$ cat src/rtl/axis_arb_pkg.sv
// axis_arb_pkg: shared state encoding, default widths and round-robin helper for the packet arbiter
package axis_arb_pkg;
    typedef enum logic {IDLE, BUSY} state_t;
    localparam int DEF_NUM_IN     = 4;
    localparam int DEF_DATA_WIDTH = 64;
    localparam int DEF_DEST_WIDTH = 8;
    localparam int DEF_USER_WIDTH = 8;
    function automatic int rr_next(int g, int n);
        return (g + 1) % n;
    endfunction
endpackage

$ cat src/rtl/axis_rr_picker.sv
// axis_rr_picker: first set bit of valid scanning upward from ptr, wrapping modulo NUM_IN
module axis_rr_picker #(
    parameter int NUM_IN = 4,
    parameter int IW     = $clog2(NUM_IN)
) (
    input  logic [NUM_IN-1:0] valid,
    input  logic [IW-1:0]     ptr,
    output logic [IW-1:0]     idx,
    output logic              found
);
    logic [IW-1:0] p;
    // scan from the farthest offset down so the nearest valid port to ptr wins
    always_comb begin
        idx   = '0;
        found = 1'b0;
        p     = '0;
        for (int k = NUM_IN - 1; k >= 0; k--) begin
            p = IW'((int'(ptr) + k) % NUM_IN);
            if (valid[p]) begin
                idx   = p;
                found = 1'b1;
            end
        end
    end
endmodule

$ cat src/rtl/axis_packet_arbiter.sv
// axis_packet_arbiter: packet-granular round-robin merge of NUM_IN AXI-stream ports into one registered stream
module axis_packet_arbiter
    import axis_arb_pkg::*;
#(
    parameter int NUM_IN     = DEF_NUM_IN,
    parameter int DATA_WIDTH = DEF_DATA_WIDTH,
    parameter int DEST_WIDTH = DEF_DEST_WIDTH,
    parameter int USER_WIDTH = DEF_USER_WIDTH
) (
    input  logic                           clk,
    input  logic                           rst,
    input  logic [NUM_IN*DATA_WIDTH-1:0]   s_data,
    input  logic [NUM_IN*DEST_WIDTH-1:0]   s_dest,
    input  logic [NUM_IN*DATA_WIDTH/8-1:0] s_keep,
    input  logic [NUM_IN*USER_WIDTH-1:0]   s_user,
    input  logic [NUM_IN-1:0]              s_last,
    input  logic [NUM_IN-1:0]              s_valid,
    output logic [NUM_IN-1:0]              s_ready,
    output logic [DATA_WIDTH-1:0]          m_data,
    output logic [DEST_WIDTH-1:0]          m_dest,
    output logic [DATA_WIDTH/8-1:0]        m_keep,
    output logic [USER_WIDTH-1:0]          m_user,
    output logic                           m_last,
    output logic                           m_valid,
    input  logic                           m_ready,
    output logic [$clog2(NUM_IN)-1:0]      grant_idx,
    output logic                           busy
);
    localparam int IW = $clog2(NUM_IN);
    localparam int KW = DATA_WIDTH / 8;

    state_t        state;
    logic [IW-1:0] rr_ptr;
    logic [IW-1:0] pick;
    logic          found;
    logic          take;

    axis_rr_picker #(.NUM_IN(NUM_IN), .IW(IW)) u_picker (
        .valid (s_valid),
        .ptr   (rr_ptr),
        .idx   (pick),
        .found (found)
    );

    assign busy    = (state == BUSY);
    assign s_ready = (busy && (!m_valid || m_ready)) ? NUM_IN'(1) << grant_idx : '0;
    assign take    = s_valid[grant_idx] && s_ready[grant_idx];

    // arbitration FSM plus output register; a beat is captured only from the locked port
    always_ff @(posedge clk) begin
        if (rst) begin
            state     <= IDLE;
            rr_ptr    <= '0;
            grant_idx <= '0;
            m_valid   <= 1'b0;
            m_data    <= '0;
            m_dest    <= '0;
            m_keep    <= '0;
            m_user    <= '0;
            m_last    <= 1'b0;
        end else begin
            if (take) begin
                m_data  <= s_data[grant_idx*DATA_WIDTH +: DATA_WIDTH];
                m_dest  <= s_dest[grant_idx*DEST_WIDTH +: DEST_WIDTH];
                m_keep  <= s_keep[grant_idx*KW +: KW];
                m_user  <= s_user[grant_idx*USER_WIDTH +: USER_WIDTH];
                m_last  <= s_last[grant_idx];
                m_valid <= 1'b1;
            end else if (m_ready) begin
                m_valid <= 1'b0;
            end
            if (state == IDLE && found) begin
                grant_idx <= pick;
                state     <= BUSY;
            end else if (take && s_last[grant_idx]) begin
                state  <= IDLE;
                rr_ptr <= IW'(rr_next(int'(grant_idx), NUM_IN));
            end
        end
    end
endmodule

$ cat config.mk
export PLATFORM = sky130hd
export DESIGN_NAME = axis_packet_arbiter
export DESIGN_NICKNAME = d
export VERILOG_FILES = /design/src/rtl/axis_arb_pkg.sv /design/src/rtl/axis_rr_picker.sv /design/src/rtl/axis_packet_arbiter.sv
export SDC_FILE = /design/constraint.sdc
export NUM_CORES = 1
export LEC_CHECK = 0
export ABC_AREA = 1
export CAP_MARGIN = 20
export CORE_AREA = 2 2 179 181
export CTS_CLUSTER_SIZE = 20
export DETAILED_ROUTE_END_ITERATION = 10
export DIE_AREA = 0 0 181 183
export SYNTH_ARGS = -nofsm -noshare
export SYNTH_HDL_FRONTEND = slang
export SYNTH_SLANG_ARGS = --single-unit
$ cat constraint.sdc
create_clock -name clk -period 3.7 [get_ports clk]
set_input_delay 0.555 -clock clk [delete_from_list [all_inputs] [get_ports clk]]
set_output_delay 0.555 -clock clk [all_outputs]
set_load 0.1 [all_outputs]
* Yosys cells after proc, flatten, opt, wreduce, memory -nomap -nowiden *
Index checks and enable logic that the tools add are counted.
Widths: inputs -> output; s select.

storage, ports and cells
  memory bits (read-only) = 0
  bits in latches = 0
  flip-flop bits (word level) = 95
  memories = 0
  output and inout port bits = 97
  input bits = 363
  RAM bits = 0

operators by class
  reduce and logical (&&, ||, !) cells = 9
  $add $sub $neg = 4
  mux-type cells = 27
  $lt $le $gt $ge = 5
  div/mod/pow operators = 0
  bitwise operators = 2
  multipliers = 0
  shifts and indexed selects = 5
  eq/ne operators = 0

operator list
  cell                 number
  $shiftx 256x9->64    1
  $shiftx 32x6->8      3
  $lt 2x3->1 const B   5
  $mux 1               15
  $bmux 1 s2           7
  $mux 2               4
  $add 2x1->2 const B  2
  $add 2x2->2 const B  2
  $logic_and 1x1->1    4
  $mux 4               1
  $reduce_bool 2->1    2
  $shl 1x2->4 const A  1
  $not 1->1            2
  $reduce_and 2->1     1
  $logic_not 1->1      1
  $logic_or 1x1->1     1

* Logic depth before layout (Yosys ltp) *
  depth in word-level cells = 10
  gate-level depth with buffers = 14
  mapped depth without buffers = 11

* Modules after synthesis *
From an unflattened synthesis, not the netlist that was laid out.

second synthesis, totals
  cells, all modules = 1004
  area, all modules = 6557.5 µm²

modules (own cells, without submodules)
  module               area an instance (µm²)  times used  cells an instance
  axis_packet_arbiter  6342.3                  1           960
  axis_rr_picker       215.2                   1           44

* Least setup slack after synthesis *
No wires, ideal clock.

  kind = reg-to-reg
  start = register grant_idx[1]
  end = register rr_ptr[0]
  period minus slack after synthesis = 3237 ps
  data arrival time = 3127 ps
  required time = 3590 ps
  path buffers = 4
  stages on the path, launching flop included = 14
  slack = 463 ps
  setup time = 110 ps
  path through = dfxtp_1 clkinv_1 clkbuf_2 buf_2 ha_1 inv_1 nor2_2 nand2_1 nand3_2 buf_6 buf_6 nand4_1 nand2_1 nor2_1

on the way
  cells in the longest elaborated chain, start to end = 7
  elaborated cells on any way between the ends = 11
  those cells by class = shift: 1; mux: 7; reduce/logical: 3

RTL lines
  item                               RTL line                   RTL
  start, declared                    axis_packet_arbiter.sv:26  output logic [$clog2(NUM_IN)-1:0] grant_idx,
  start signal, assigned             axis_packet_arbiter.sv:73  grant_idx <= pick;
  $shl 1x2->4                        axis_packet_arbiter.sv:46  assign s_ready = (busy && (!m_valid || m_ready)) ? NUM_IN'(1) << grant_idx : '0;
  $mux 4                             axis_packet_arbiter.sv:46
  named net s_ready[0]               axis_packet_arbiter.sv:18  output logic [NUM_IN-1:0] s_ready,
  $bmux 1 s2                         axis_packet_arbiter.sv:47  assign take = s_valid[grant_idx] && s_ready[grant_idx];
  $mux 1 (not written as such)       axis_packet_arbiter.sv:47
  $logic_and 1x1->1                  axis_packet_arbiter.sv:47
  $logic_and 1x1->1                  axis_packet_arbiter.sv:75  end else if (take && s_last[grant_idx]) begin
  $reduce_and 2->1 (no source line)  -
  end signal, assigned               axis_packet_arbiter.sv:77  rr_ptr <= IW'(rr_next(int'(grant_idx), NUM_IN));
  end, declared                      axis_packet_arbiter.sv:33  logic [IW-1:0] rr_ptr;

The timed path passes the listed nets, and every way through them passes these cells. The select of a mux whose other input is x is not followed.
A chain may end at the register's enable or synchronous reset.

* Worst setup path after layout *
  start = register grant_idx[0]
  end = register m_keep[1]

on the way
  cells in the longest elaborated chain, start to end = 5
  elaborated cells on any way between the ends = 8
  those cells by class = shift: 2; mux: 5; reduce/logical: 1

RTL lines
  item                          RTL line                   RTL
  $shl 1x2->4                   axis_packet_arbiter.sv:46
  $mux 4                        axis_packet_arbiter.sv:46
  $bmux 1 s2                    axis_packet_arbiter.sv:47
  $mux 1 (not written as such)  axis_packet_arbiter.sv:47
  $logic_and 1x1->1             axis_packet_arbiter.sv:47
  end signal, assigned          axis_packet_arbiter.sv:65  m_keep <= s_keep[grant_idx*KW +: KW];
  end, declared                 axis_packet_arbiter.sv:21  output logic [DATA_WIDTH/8-1:0] m_keep,

Parallel ways exist; a longest one is shown, timed or not. The select of a mux whose other input is x is not followed.

==> flow_metrics.py <==
metrics = {
    "timing": {
        "fin_crit_sh_pct": 70.0,
        "layout_min_cycle_time_ns": 2.59,
        "setup_viol": 0,
        "fmaxAchievable_ghz": 0.386,
        "worst_pin_slew_ns": 1.05,
        "relSlewSlack_pct": 29.5,
        "final_hold_viol_count": 0,
        "slew_viol_final": 0,
        "finalClockSkew_ns": 0.0146,
        "hold_ws_ns": 0.460,
        "rsz0062_at_grt": "no",
        "setup_tns_ns": 0,
    },
    "grt": {
        "grt_max_degree": 92,
        "grt_remaining_overflow": 0,
        "grt_pass1_wl_mm": 45.3,
        "grt_pass1_vias": 8107,
        "grt_antenna_before_repair": 0,
        "grtUsageTotal_pct": 17.0,
    },
    "hold_path": {
        "holdPathEnd": "m_data[7]$_SDFFE_PP0P_",
        "worstHoldPathCells": 2,
        "hold_path_class": "flip-flop to flip-flop",
        "hold_start": "m_data[7]$_SDFFE_PP0P_",
    },
    "final_layout": {
        "final_area_um2": 11800,
        "antenna_cells": 0,
        "post-route-util_pct": 37.7,
        "synthToLayoutAreaGrowth_pct": 71.9,
        "nFillCells": 3257,
        "final_common_cell": "clkdlybuf4s50_1",
        "layout-drive-gt1-share_pct": 12.3,
        "mostFrequentLayoutCells": "clkdlybuf4s50_1, nor2_1, o21ai_0",
        "num-nets-final": 1745,
        "stdcell_count": 1785,
    },
    "floorplan": {
        "die_y_um": 183,
        "fp.coreArea_um2": 31200,
        "dieArea_um2": 33100,
        "initial_core_util_pct": 21.9,
        "ios": 460,
        "num_rows": 65,
        "dieWidth_um": 181,
    },
    "placed_design": {
        "port_buffers": 459,
        "dp_hpwl_mm": 21.2,
        "gp_congestion": 0.834,
        "dp.cells": 1768,
        "placed_area_um2": 11500,
    },
    "clock_tree": {
        "cts_tree": "done",
        "cts_setup_buffers": 0,
        "insertion_delay_ns": 0.35,
        "clock-root-buffer": "clkbuf_16",
        "cts.htree.levels": 3,
        "cts_resized": 0,
        "numCtsBuffers": 9,
        "cts_hold_buf": 0,
        "cts.sinks": 95,
        "clk_pin_slew_worst_paths_ns": 0.08,
        "cts_buffer_depth": 2,
    },
    "worst_setup_path": {
        "cpMaxStageDelayCell": "buf_4",
        "path_common_cell": "nand2_1",
        "worstSetupEndpointType": "flip-flop",
        "cp_max_fo": 91,
        "start_kind": "flip-flop",
        "cp_num_buf_inv": 3,
        "critPathRequiredTime_ns": 3.98,
        "cp_cell_sequence": "buf_4 > nand2_1 > clkinv_1 > nand2_1 > nand3_4 > buf_12 > nand3_1 > a21oi_1",
        "r2r_start": "grant_idx[0]$_SDFFE_PP0P_",
        "path_delay_family": "buffers and inverters",
        "max_stage_delay_ns": 0.63,
        "r2r_cells": 8,
        "rr_endpoint": "m_keep[1]$_SDFFE_PP0P_",
        "r2r_slack_ns": 1.11,
        "crit_type": "flip-flop to flip-flop",
        "arrival_ns": 2.87,
    },
    "routing": {
        "wl_mm": 29.9,
        "drtIter0Drc": 442,
        "antenna_left": 0,
        "avgViaCountPerCell": 4.76,
        "first_pass_iters": 5,
        "vias": 8495,
        "wl_per_cell_um": 16.7,
        "drc_errors": 0,
    },
    "yosys": {
        "ys.warnings.count": 0,
        "netlist_instances": 994,
        "synth_nets": 1361,
        "yosysUniqueCellTypes": 26,
        "syn_area_um2": 6840,
        "avgSynthCellArea_um2": 6.88,
        "seq_area_frac_synth_pct": 27.8,
        "synth-seq-cells": 95,
    },
    "pwr": {
        "ir_worst_vdd_mv": 0.915,
        "power_density_nw_per_um2": 949,
        "power.leakage_nw": 4.07,
    },
    "status": {
        "status": "finished, final reports clean",
    },
    "job": {
        "maxCapViolCount": 0,
    },
}
-- power by group --
part	leakage (nW)	switching (mW)	total (mW)	internal, mW
logic	3.15	6.18	8.47	2.29
clock network	0.146	0.446	0.947	0.501
registers	0.777	0.281	1.75	1.46
-- cell type report --
class | instances | area [um^2] | share of cell area, %
multi-input cells | 781 | 4240 | 36.1
clock buffers | 11 | 253 | 2.15
clock inverters | 5 | 40.0 | 0.340
repair buffers | 471 | 4740 | 40.3
flip-flops and latches | 95 | 1910 | 16.2
well taps | 402 | 503 | 4.28
inverters | 20 | 77.6 | 0.659
-- cell families after synthesis --
kind of cell	after synthesis	synth area share, %
AOI/OAI and AO/OA	362	31.5
adders and majority gates	4	0.731
buffers and inverters	118	10.5
DFF	95	27.8
and+or+nand+nor	415	29.5
-- how the worst max path moves through the flow --
stage | from | end | depth (start not counted)
after CTS | grant_idx[0]$_SDFFE_PP0P_ | m_data[48]$_SDFFE_PP0P_ | 9
after global routing | grant_idx[0]$_SDFFE_PP0P_ | busy$_SDFFE_PP0P_ | 9
final | grant_idx[0]$_SDFFE_PP0P_ | m_keep[1]$_SDFFE_PP0P_ | 8
after global placement | m_ready | m_data[28]$_SDFFE_PP0P_ | 10
after detailed placement | m_ready | m_data[13]$_SDFFE_PP0P_ | 10
after floorplan | grant_idx[1]$_SDFFE_PP0P_ | rr_ptr[0]$_SDFFE_PP0P_ | 13
-- routing by layer --
metal	GRT usage [%]	share of wire [%]	routed length (um)
met3	4.13	7.5	2250
met1	21.2	42	12600
met5	0	0	0
met4	4.85	2.2	658
met2	29.2	48	14400
-- registers in the layout, indices dropped and copies added, names as in the netlist --
| signal | flops |
|---|---|
| m_dest | 8 |
| m_last | 1 |
| m_data | 64 |
| m_user | 8 |
| busy | 1 |
| grant_idx | 2 |
| rr_ptr | 2 |
| m_valid | 1 |
| m_keep | 8 |
-- synth_stat cells --
| master | count | area (um^2) |
|---|---|---|
| nor2_1 | 186 | 698 |
| o21ai_0 | 157 | 786 |
| nand2_1 | 120 | 450 |
| dfxtp_1 | 95 | 1900 |
| o22ai_1 | 88 | 551 |
| nand3_2 | 62 | 621 |
| a21oi_2 | 60 | 526 |
| clkbuf_1 | 39 | 146 |
| nand3_1 | 38 | 190 |
| a21oi_1 | 32 | 160 |
| o21ai_1 | 23 | 115 |
| buf_2 | 22 | 110 |
| buf_6 | 17 | 191 |
| inv_1 | 16 | 60.1 |
| buf_4 | 13 | 97.6 |
| buf_8 | 6 | 90.1 |
| ha_1 | 4 | 50.1 |
| nor2_2 | 4 | 25.0 |
| nand2_2 | 3 | 18.8 |
| clkinv_1 | 2 | 7.51 |
| nand4_1 | 2 | 12.5 |
| clkbuf_2 | 1 | 5.00 |
| inv_2 | 1 | 3.75 |
| inv_4 | 1 | 6.26 |
| o211ai_1 | 1 | 7.51 |
| o22ai_2 | 1 | 12.5 |
-- per-stage QoR --
| step | worst slack [ns] | total power, mW |
|---|---|---|
| 2_1_floorplan | 0.463 | 8.33 |
| 3_3_place_gp | 0.959 | 10.2 |
| 3_5_place_dp | 0.929 | 10.2 |
| 4_1_cts | 0.995 | 11.2 |
| 5_1_grt | 0.797 | 11.9 |
| 6_report | 1.11 | 11.2 |
-- tightest hold or removal path: stages, from the launching register on --
cell	delay, ns
dfxtp_1	0.31
nand2_1	0.06
a21oi_1	0.05
Power figures use the tool's default switching activity.
